## src/rtl/win_pkg.sv

```systemverilog
// -----------------------------------------------------------------------------
// win_pkg
// Shared width helpers for the decimating sliding-window accumulator.
//   clog2   : ceiling log2 usable in constant expressions (clog2(1) = 0)
//   acc_w   : block accumulator width, DIN_W + clog2(DECIM)
//   sum_w   : window sum width, acc_w + clog2(DEPTH)
//   cnt_w   : width of the partial-block sample counter, clog2(DECIM+1)
//   fill_w  : width of the fill-state counter, clog2(DEPTH+1)
//   ptr_w   : ring pointer width, never below 1 so DEPTH=1 still has a pointer
// -----------------------------------------------------------------------------
package win_pkg;

    function automatic int clog2(input int value);
        int r;
        r = 0;
        while ((1 << r) < value) begin
            r = r + 1;
        end
        return r;
    endfunction

    function automatic int acc_w(input int din_w, input int decim);
        return din_w + clog2(decim);
    endfunction

    function automatic int sum_w(input int din_w, input int decim, input int depth);
        return acc_w(din_w, decim) + clog2(depth);
    endfunction

    function automatic int cnt_w(input int decim);
        return clog2(decim + 1);
    endfunction

    function automatic int fill_w(input int depth);
        return clog2(depth + 1);
    endfunction

    function automatic int ptr_w(input int depth);
        return (clog2(depth) < 1) ? 1 : clog2(depth);
    endfunction

endpackage

```

## src/rtl/win_ring_buf.sv

```systemverilog
// -----------------------------------------------------------------------------
// win_ring_buf
// DEPTH x ACC_W register ring holding the most recent block sums.
//   clk      : clock
//   flush    : synchronous clear of contents and pointer (rst or clr)
//   wr_en    : store wr_data at the current slot and advance the pointer
//   wr_data  : block sum to store
//   rd_data  : combinational read of the current slot, i.e. the oldest block
//              once the ring is full (the slot about to be overwritten)
// -----------------------------------------------------------------------------
module win_ring_buf
    import win_pkg::*;
#(
    parameter int DEPTH = 5,
    parameter int ACC_W = 33
) (
    input  logic                    clk,
    input  logic                    flush,
    input  logic                    wr_en,
    input  logic signed [ACC_W-1:0] wr_data,
    output logic signed [ACC_W-1:0] rd_data
);

    localparam int PTR_W = ptr_w(DEPTH);

    logic signed [ACC_W-1:0] mem [DEPTH];
    logic        [PTR_W-1:0] wr_ptr;

    assign rd_data = mem[wr_ptr];

    // NOTE: the ring is a handful of registers, so clearing it on flush is
    // cheap and guarantees no stale block survives into a refilled window.
    always_ff @(posedge clk) begin
        if (flush) begin
            for (int i = 0; i < DEPTH; i++) begin
                mem[i] <= '0;
            end
            wr_ptr <= '0;
        end else if (wr_en) begin
            mem[wr_ptr] <= wr_data;
            if (wr_ptr == PTR_W'(DEPTH - 1)) begin
                wr_ptr <= '0;
            end else begin
                wr_ptr <= wr_ptr + 1'b1;
            end
        end
    end

endmodule

```

## src/rtl/window_accum.sv

```systemverilog
// -----------------------------------------------------------------------------
// window_accum
// Decimating sliding-window accumulator: sums DECIM valid samples into a block,
// keeps a running sum of the last DEPTH blocks (add newest, subtract oldest)
// and emits one scaled window sum per completed block once the window is full.
//   clk       : clock
//   rst       : synchronous active-high reset, highest priority
//   clr       : synchronous flush, same effect as rst
//   in_valid  : din accepted on this edge
//   din       : signed sample, DIN_W bits
//   out_valid : one-cycle pulse, dout carries a new window sum
//   dout      : signed scaled window sum, SUM_W bits, held between pulses
//   win_full  : DEPTH blocks stored since reset/clr
//   blk_cnt   : valid samples in the current partial block
// Build option: define WINDOW_ACCUM_ROUND_EN for round-half-up scaling;
// otherwise the output shift truncates toward minus infinity.
// -----------------------------------------------------------------------------
module window_accum
    import win_pkg::*;
#(
    parameter int DIN_W = 25,
    parameter int DECIM = 250,
    parameter int DEPTH = 5,
    parameter int SHIFT = 0
) (
    input  logic                                      clk,
    input  logic                                      rst,
    input  logic                                      clr,
    input  logic                                      in_valid,
    input  logic signed [DIN_W-1:0]                   din,
    output logic                                      out_valid,
    output logic signed [sum_w(DIN_W,DECIM,DEPTH)-1:0] dout,
    output logic                                      win_full,
    output logic        [cnt_w(DECIM)-1:0]            blk_cnt
);

    localparam int ACC_W  = acc_w(DIN_W, DECIM);
    localparam int SUM_W  = sum_w(DIN_W, DECIM, DEPTH);
    localparam int CNT_W  = cnt_w(DECIM);
    localparam int FILL_W = fill_w(DEPTH);

    logic                    flush;
    logic signed [ACC_W-1:0] din_ext;
    logic signed [ACC_W-1:0] acc;
    logic signed [ACC_W-1:0] blk_q;
    logic                    blk_v;
    logic                    blk_last;
    logic signed [ACC_W-1:0] ring_rd;
    logic signed [ACC_W-1:0] old_blk;
    logic signed [SUM_W-1:0] sum;
    logic signed [SUM_W-1:0] sum_next;
    logic signed [SUM_W-1:0] dout_next;
    logic        [FILL_W-1:0] fill;
    logic                    win_full_next;

    assign flush    = rst | clr;
    assign din_ext  = ACC_W'(din);
    assign blk_last = in_valid && (blk_cnt == CNT_W'(DECIM - 1));

    win_ring_buf #(
        .DEPTH (DEPTH),
        .ACC_W (ACC_W)
    ) u_ring (
        .clk     (clk),
        .flush   (flush),
        .wr_en   (blk_v),
        .wr_data (blk_q),
        .rd_data (ring_rd)
    );

    // Until the window is full the ring slot ahead holds no real block, so
    // nothing is retired from the running sum.
    // NOTE: every combinational output gets a default first so no path can
    // leave it unassigned and infer a latch.
    always_comb begin
        old_blk       = '0;
        sum_next      = sum;
        win_full_next = win_full;
        if (win_full) begin
            old_blk = ring_rd;
        end
        sum_next      = sum + SUM_W'(blk_q) - SUM_W'(old_blk);
        win_full_next = (int'(fill) + 1 >= DEPTH);
    end

`ifdef WINDOW_ACCUM_ROUND_EN
    if (SHIFT == 0) begin : g_scale_pass
        assign dout_next = sum_next;
    end else begin : g_scale_round
        // One extra bit so adding the half-LSB can never wrap.
        logic signed [SUM_W:0] sum_ext;
        logic signed [SUM_W:0] rounded;
        assign sum_ext   = (SUM_W + 1)'(sum_next);
        assign rounded   = (sum_ext + (SUM_W + 1)'(2 ** (SHIFT - 1))) >>> SHIFT;
        assign dout_next = rounded[SUM_W-1:0];
    end
`else
    assign dout_next = sum_next >>> SHIFT;
`endif

    // NOTE: all state here is updated with non-blocking assignments so every
    // register samples pre-edge values, independent of statement order.
    always_ff @(posedge clk) begin
        if (flush) begin
            acc       <= '0;
            blk_cnt   <= '0;
            blk_q     <= '0;
            blk_v     <= 1'b0;
            sum       <= '0;
            fill      <= '0;
            win_full  <= 1'b0;
            out_valid <= 1'b0;
            dout      <= '0;
        end else begin
            out_valid <= 1'b0;
            blk_v     <= blk_last;

            if (in_valid) begin
                if (blk_last) begin
                    blk_q   <= acc + din_ext;
                    acc     <= '0;
                    blk_cnt <= '0;
                end else begin
                    acc     <= acc + din_ext;
                    blk_cnt <= blk_cnt + 1'b1;
                end
            end

            if (blk_v) begin
                sum      <= sum_next;
                win_full <= win_full_next;
                if (int'(fill) < DEPTH) begin
                    fill <= fill + 1'b1;
                end
                if (win_full_next) begin
                    out_valid <= 1'b1;
                    dout      <= dout_next;
                end
            end
        end
    end

endmodule

```

## config.mk

```make
export PLATFORM = sky130hd
export DESIGN_NAME = window_accum
export DESIGN_NICKNAME = d
export VERILOG_FILES = /design/src/rtl/win_pkg.sv /design/src/rtl/win_ring_buf.sv /design/src/rtl/window_accum.sv
export SDC_FILE = /design/constraint.sdc
export NUM_CORES = 1
export LEC_CHECK = 0
export CAP_MARGIN = 5
export CORE_UTILIZATION = 35
export DETAILED_ROUTE_END_ITERATION = 8
export RECOVER_POWER = 50
export SYNTH_ARGS = -nofsm -noshare
export SYNTH_HDL_FRONTEND = slang
export SYNTH_SLANG_ARGS = --single-unit
export TNS_END_PERCENT = 5
```

## constraint.sdc

```tcl
create_clock -name clk -period 6.5 [get_ports clk]
set_input_delay 1.95 -clock clk [delete_from_list [all_inputs] [get_ports clk]]
set_output_delay 1.95 -clock clk [all_outputs]
set_load 0.05 [all_outputs]
```

**Word level (Yosys, flattened, before mapping)**

Memory sizes are Yosys's and may differ from the RTL's. A register that Yosys moved wholly into a read port is not among the register bits.
Index checks and enable logic that the tools add are counted.

- Equal/unequal tests: 2
- Mux-type cells: 15
- Reduce and logical (&&, ||, !) cells: 6
- Add/sub/neg operators: 7
- Bitwise operators: 2
- $lt $le $gt $ge: 2

Operators with widths:

| kind | number |
|---|---|
| $mux W33 | 3 |
| $add A36 B33 Y36 | 1 |
| $sub A36 B33 Y36 | 1 |
| $add A33 B25 Y33 | 1 |
| $reduce_or A33 Y1 | 1 |
| $mux W3 | 4 |
| $add A8 B1 Y8 const B | 1 |
| $eq A8 B8 Y1 const B | 1 |
| $mux W8 | 1 |
| $mux W1 | 7 |
| $add A3 B1 Y3 const B | 2 |
| $reduce_and A2 Y1 | 3 |
| $add A3 B1 Y4 const B | 1 |
| $ge A4 B3 Y1 const B | 1 |
| $eq A3 B3 Y1 const B | 1 |
| $lt A3 B3 Y1 const B | 1 |
| $reduce_or A2 Y1 | 1 |
| $logic_and A1 B1 Y1 | 1 |
| $not A1 Y1 | 1 |
| $or A1 B1 Y1 | 1 |

- Register bits after elaboration: 155
- Memory bits (writable): 165
- Memories kept: 1

Memories:

| name | words | bits a word | read ports | clocked after memory_dff | write ports | line | source |
|---|---|---|---|---|---|---|---|
| u_ring.mem | 5 | 33 | 1 | 1 | 5 | win_ring_buf.sv:26 | `logic signed [ACC_W-1:0] mem [DEPTH];` |

**Logic depth before layout (Yosys ltp)**

Gate-level depths: netlist of the first run.

- Word-level depth: 5
- Mapped depth: 18

**Modules after synthesis**

Synthesis of the first run repeated with hierarchy kept, for this count alone.

- Cell total of the unflattened synthesis: 1960
- Area, all modules: 22084.9 sq um

Modules (own cells, without submodules):

| module | area an instance (sq um) | instances | cells each | seq. area each (sq um) |
|---|---|---|---|---|
| win_ring_buf | 11325.9 | 1 | 599 | 8047.7 |
| window_accum | 10759.1 | 1 | 1361 | 3042.9 |

**Worst setup path before layout of the first run**

OpenSTA, ideal clock, no wires.

- Kind: reg-to-reg
- Start: register (tool-made name)
- End: register sum[28]
- Stages on the path, launching flop included: 18
- Setup slack: 1590 ps
- Data arrival time: 4766 ps
- Period minus slack after synthesis: 4910 ps
- Path buffers: 2
- Setup time: 144 ps
- Cells stage by stage: dfxtp_1 > buf_1 > buf_1 > mux4_2 > mux2i_1 > nor2b_1 > fa_1 > inv_1 > fa_1 > a21o_1 > a21oi_1 > o21ai_0 > a21oi_1 > o311ai_0 > and3_1 > a41o_1 > mux2i_1 > o311ai_0

RTL lines:

| what | line | source |
|---|---|---|
| to (signal assigned) | window_accum.sv:130 | `sum <= sum_next;` |
| to (decl) | window_accum.sv:50 | `logic signed [SUM_W-1:0] sum;` |

==> results.tsv, run 1 <==
stage	metric	value	unit
critical_path	cpMostUsedCell	buf_4	
power	p_leak	0.00901	uW
clock_tree	tritoncts	built	
place	dpl_cell_area	23200	um2
place	portBuffers	74	
power	vdd_drop_max	156	uV
clock_tree	post_cts_buffers	0	
critical_path	slowest_delay	1140	ps
critical_path	crit_fanout	43	
sta	timing.final.crit_period	5690	ps
clock_tree	post_cts_resized	0	
cells_and_area	final_layout_size_suffix_gt1_share	9.16	%
run	drv_cap	5	
global_routing	antenna_found_initial	0	
synthesis	yosysTopAreaCellShare	36.6	%
synthesis	ys_seq_area_share	51.2	%
routing	num_vias	15282	
cells_and_area	utilization	40.7	%
routing	wl	59.4	mm
clock_tree	cts_inserted_buffers	46	
global_routing	grt_max_degree	65	
synthesis	synth_edf_count	264	
critical_path	start_kind	input pin	
clock_tree	clockBufferDepth	3	
critical_path	crit_required	6710	ps
routing	route.detailed.drc	0	
hold_path	min_path_type	reg2reg	
critical_path	critical_path_class	in2reg	
floorplan	die_h	251	um
critical_path	cpMaxStageDelayCell	nand2_1	
routing	vias_per_cell	5.48	
floorplan	dieArea	62900	um2
sta	finalHoldViolCount	0	
clock_tree	cts.clk_slew.worst_paths	60	ps
clock_tree	ctsHtreeMaxLevel	2	
floorplan	die_w	251	um
critical_path	worstPathArrival	5900	ps
floorplan	fp-row-count	90	
global_routing	grt_first_pass_wirelength	91.6	mm
synthesis	yosys-top-cells-area	edfxtp_1, dfxtp_1, mux4_2, ha_1, nor4_1	
hold_path	min_from	dout[0]	
cells_and_area	nNetsFinal	2111	
clock_tree	insertion_delay	580	ps
sta	fin_skew	14.1	ps
run_status	status	complete, but fails checks	
sta	finalSetupViolations	0	
place	dp_hpwl	39.9	mm
synthesis	synth_ff_type	edfxtp_1	
critical_path	r2r_cells	15	
global_routing	gr-total-overflow	0	
cells_and_area	n_antenna_cell	0	
synthesis	synthesis.area	21700	um2
clock_tree	cts_hold_buf	0	
floorplan	ios	75	
synthesis	synth_top_area_cell	edfxtp_1	
floorplan	core	60700	um2
synthesis	synth_cell_types	65	
hold_path	min_to	dout[0]	
cells_and_area	fin_area	24700	um2
critical_path	regToRegEndpoint	dout[35]	
cells_and_area	n_fill_cell	5764	
cells_and_area	layout-area-overhead-vs-synth	14.0	%
synthesis	syn_nets	2080	
sta	finalCritPeriodShare	87.6	%
sta	whs	452	ps
critical_path	path_cells	dlygate4sd3_1 > nor2_1 > nand2_1 > nor4_1 > buf_4 > nand2b_1 > buf_4	
synthesis	avgSynthCellArea	11.2	um2
clock_tree	clock_sinks	422	
floorplan	start_util	35.7	%
clock_tree	cts_root_buffer	clkbuf_16	
run_status	violations	max-capacitance violations, max-slew violations	
sta	fmax	176	MHz
synthesis	async_flop_share	0	%
critical_path	endpoint_kind	register	
sta	rsz0062_at_grt	false	
power	p_per_area	237	nW/um2
critical_path	rrSetupSlack	1080	ps
synthesis	synthCells	1940	
synthesis	yosysWarnings	0	
global_routing	grt_pass1_vias	15579	
routing	firstDrtPassIters	5	
routing	wire_per_inst	21.3	um
place	place_congestion	0.823	
routing	drt_iter0_drc	1264	
hold_path	hold_depth	2	
synthesis	synth.ff_latch_count	422	
routing	ant_nets	0	
sta	relSlewSlack	-60.6	%
sta	tightestPinTransition	2410	ps
global_routing	grt_usage	18.9	%
sta	maxSlewViolCount	184	
sta	setup_tns	0	ps
## where the power goes
group	switching [uW]	internal, uW	total, uW
registers	23.2	2890	2920
clock network	1100	1560	2650
logic	176	115	291
## sequential cells by signal, summed over array words and instances (netlist names), 3 cells and up, named ones only
register / cells
fill: 3
blk_cnt: 8
u_ring.mem: 264
dout: 36
blk_q: 33
sum: 36
u_ring.wr_ptr: 3
acc: 33
## stage by stage
| stage | instances | total power [uW] | worst slack (ps) |
|---|---|---|---|
| 2_1_floorplan | 1940 | 3160 | 1590 |
| 3_3_place_gp | 2705 | 3260 | 1300 |
| 3_5_place_dp | 2705 | 3260 | 1220 |
| 4_1_cts | 2790 | 5910 | 1180 |
| 5_1_grt | 2790 | 6030 | 557 |
| 6_report | 2790 | 5860 | 809 |
## logic make-up (layout without fill, tap and decap cells)
group | Yosys count | count (layout) | synth area share, %
AOI/OAI and AO/OA | 339 | 339 | 10.1
xor gates and xnor gates | 64 | 64 | 2.59
adders and majority gates | 111 | 111 | 7.66
buffers and inverters | 291 | 359 | 5.06
DFF | 422 | 422 | 51.2
muxes | 127 | 127 | 9.70
and+or+nand+nor | 586 | 586 | 13.7
## routing by layer
layer	up-vias	share of wire, %	global-route usage, %	wire, um
met2	496	48	32.1	28500
met3	107	5.5	2.70	3240
met1	7557	43	24.0	25300
met5	-	0	0	0
li1	7122	-	-	-
met4	0	4.0	8.03	2370
## worst max-delay path by stage
stage              from           endpoint  slack [ps]  depth (start not counted)
2_1_floorplan  register            sum[28]        1590                         17
3_3_place_gp     din[0]          blk_q[20]        1300                         13
3_5_place_dp   register           dout[35]        1220                         15
4_1_cts        register           dout[35]        1180                         15
5_1_grt             clr  u_ring.mem[0][17]         560                          7
6_report            clr  u_ring.mem[0][15]         810                          7
## critical path: cells and delay by family
family / cells / cell delay, ps
buffers and inverters: 3 / 1580
and+or+nand+nor: 4 / 2310
## layout by cell type, fill, tap and decap left out, types with 25 or more instances in the layout
cell,count
inv_1,168
mux4_2,66
ha_1,75
a21oi_1,123
fa_1,36
clkdlybuf4s50_1,27
dfxtp_1,153
a21o_1,38
mux2i_1,59
nor2_1,118
clkbuf_16,50
edfxtp_1,264
nand3_1,25
nor4_1,130
buf_4,25
o21ai_0,48
nand2_1,146
dlygate4sd3_1,47
nor2b_1,52
and2_1,28
xnor2_1,43
## final cells by class
type / count / area [um2] / area share, %
clock buffers: 65 / 1340 / 5.42
well taps: 782 / 978 / 3.96
inverters: 169 / 634 / 2.57
clock inverters: 20 / 189 / 0.765
repair buffers: 105 / 952 / 3.86
multi-input cells: 1227 / 9500 / 38.5
flip-flops and latches: 422 / 11100 / 45.0
## Yosys cell counts (13+ instances only)
cell and number:
a22o_1 15, nor4_1 130, ha_1 75, mux2i_1 59, xnor2_1 43, edfxtp_1 264, a21oi_1 123, clkbuf_1 98
nand3_1 25, inv_1 168, a31oi_1 13, a21o_1 38, a211oi_1 18, buf_1 21, nor2_1 121, nor2b_1 52
nand2_1 149, nor3_1 17, xor2_1 21, nand4_1 15, o21ai_0 48, fa_1 36, mux4_2 66, o21a_1 13
dfxtp_1 158, and2_1 46
No activity file was read; power rests on OpenSTA's default activity.
==> run 2: changes to the inputs <==
- GPL_TIMING_DRIVEN: unset -> 0
==> results.tsv, run 2 (synthesized netlist as in run 1, its figures left out) <==
stage	metric	value	unit
power	p_clk_share	44.7	%
power	p_leak	0.00907	uW
hold_path	min_path_type	reg2reg	
cells_and_area	final_layout_size_suffix_gt1_share	7.69	%
power	p_per_area	233	nW/um2
place	pre_cts_slack	80.7	ps
floorplan	ios	75	
sta	relSlewSlack	-22.2	%
cells_and_area	instances_no_fill	2889	
run	drv_cap	2	
global_routing	antenna_found_initial	0	
sta	tightestPinTransition	1830	ps
power	vdd_drop_max	174	uV
floorplan	core	60700	um2
place	portBuffers	74	
sta	timing.final.crit_period	6130	ps
floorplan	fp-row-count	90	
clock_tree	cts.clk_slew.worst_paths	60	ps
floorplan	die_h	251	um
critical_path	crit_fanout	10	
run_status	status	complete, but fails checks	
cells_and_area	nNetsFinal	2211	
critical_path	crit_required	6970	ps
critical_path	endpoint_kind	register	
global_routing	grt_usage	20.4	%
critical_path	cpMaxStageDelayCell	buf_1	
sta	finalHoldViolCount	0	
power	p_int	4510	uW
run_status	violations	max-capacitance violations, max-slew violations	
critical_path	crit_family	buffers and inverters	
cells_and_area	largest_reg_flops	264	
routing	drt_iter0_drc	1494	
cells_and_area	regArea	11100	um2
routing	num_vias	15880	
sta	setup_ws	367	ps
critical_path	worstPathArrival	6600	ps
global_routing	grt_max_degree	34	
clock_tree	clock_sinks	422	
floorplan	dieArea	62900	um2
critical_path	path_buf_inv	4	
critical_path	path_cells	buf_1 > buf_1 > mux4_2 > mux2i_1 > nor2b_1 > fa_1 > inv_1 > ha_1 > clkbuf_1 > nand4_1 > nor2_1 > nand3_1 > o32ai_1 > o31ai_1 > o21ai_0 > xnor2_1 > a211oi_1	
clock_tree	clockBufferDepth	3	
power	p_sw_share	22.6	%
critical_path	critical_path_class	reg2reg	
global_routing	gr-total-overflow	0	
cells_and_area	n_antenna_cell	0	
global_routing	grt_pass1_vias	16068	
routing	vias_per_cell	5.50	
floorplan	start_util	35.7	%
place	place_congestion	0.900	
sta	rsz0062_at_grt	false	
cells_and_area	reg_top3	u_ring.mem x264, dout x36, sum x36	
power	p_comb_share	5.2	%
cells_and_area	layout-area-overhead-vs-synth	15.6	%
cells_and_area	mostFrequentLayoutCells	edfxtp_1, inv_1, dfxtp_1, nand2_1, nor4_1	
place	dp.cells	2804	
clock_tree	insertion_delay	580	ps
critical_path	slowest_delay	860	ps
cells_and_area	top_register	u_ring.mem	
clock_tree	tritoncts	built	
power	power_frac_seq	50.1	%
global_routing	grt_first_pass_wirelength	97.2	mm
clock_tree	cts_root_buffer	clkbuf_16	
routing	ant_nets	0	
power	power_switching	1310	uW
critical_path	start_kind	register	
cells_and_area	fin_area	25000	um2
sta	maxSlewViolCount	36	
place	dpl_cell_area	23600	um2
routing	wire_per_inst	22.1	um
routing	firstDrtPassIters	5	
routing	route.detailed.drc	0	
sta	finalCritPeriodShare	94.4	%
clock_tree	ctsHtreeMaxLevel	2	
routing	wl	63.9	mm
critical_path	cpMostUsedCell	buf_1	
clock_tree	cts_inserted_buffers	47	
sta	fmax	163	MHz
sta	finalSetupViolations	0	
cells_and_area	n_fill_cell	5802	
place	dp_hpwl	47.1	mm
sta	fin_skew	22.1	ps
floorplan	die_w	251	um
cells_and_area	multi_input_area	9500	um2
clock_tree	post_cts_buffers	0	
cells_and_area	layout_commonest_cell	edfxtp_1	
==> run 2: cell types whose count changed in the layout (fill, tap and decap cells not counted), sizes merged <==
cell,previous run,this run
clkbuf,71,166
buf,25,27
bufinv,3,2
dlygate4sd3,47,50
inv,169,170
clkinvlp,2,4
clkdlybuf4s50,27,24
==> run 2: metal layers <==
metal	share of wire, %	vias up	track usage [%]
met5	0	-	0
met4	3.2	0	7.22
met3	6.6	108	2.89
met2	47	588	33.7
met1	43	7850	27.3
li1	-	7334	-
==> run 2: metrics by stage <==
stage,hold WS (ps),setup TNS [ps],utilization (%),total power [uW]
floorplan,429,0,-,3160
global placement,442,-85810,38.5,3260
detailed placement,450,0,38.9,3270
CTS,458,0,41.3,5850
global route,474,0,41.2,5980
finish,450,0,41.2,5820
==> run 2: cell type report <==
type / count / share of cell area (%)
Buffer: 122 / 1.85
Clock buffer: 63 / 5.26
Clock inverter: 22 / 0.670
Inverter: 169 / 2.53
Multi-Input combinational cell: 1227 / 37.9
Sequential cell: 422 / 44.3
Tap cell: 782 / 3.91
Timing Repair Buffer: 82 / 3.53
==> run 2: final timing paths <==
kind	startpoint	end	slack, ps	cells after the start
max reg2reg	register	dout[35]	370	17
min	dout[5]	dout[5]	450	2
max	register	dout[35]	370	17
min reg2reg	dout[5]	dout[5]	450	2
==> run 2: power by group through the flow <==
stage | clock network (uW) | registers (uW) | logic (uW)
final | 2600 | 2920 | 302
after global routing | 2730 | 2920 | 326
after CTS | 2630 | 2920 | 303
after detailed placement | 0 | 2970 | 302
after global placement | 0 | 2970 | 291
after floorplan | 0 | 2960 | 195
==> run 2: what timing repair did <==
item | in CTS | in global routing
hold buffers | 0 | 0
endpoints found under the setup margin | 0 | 35
gates resized for setup | 0 | 5
==> run 2: worst register-to-register path, delay by kind of cell (launching register included) <==
kind | cells | cell delay (ps)
adders and majority gates | 2 | 750
and+or+nand+nor | 4 | 650
buffers and inverters | 4 | 1780
muxes | 2 | 950
AOI/OAI and AO/OA | 4 | 1390
DFF | 1 | 360
xor gates and xnor gates | 1 | 150
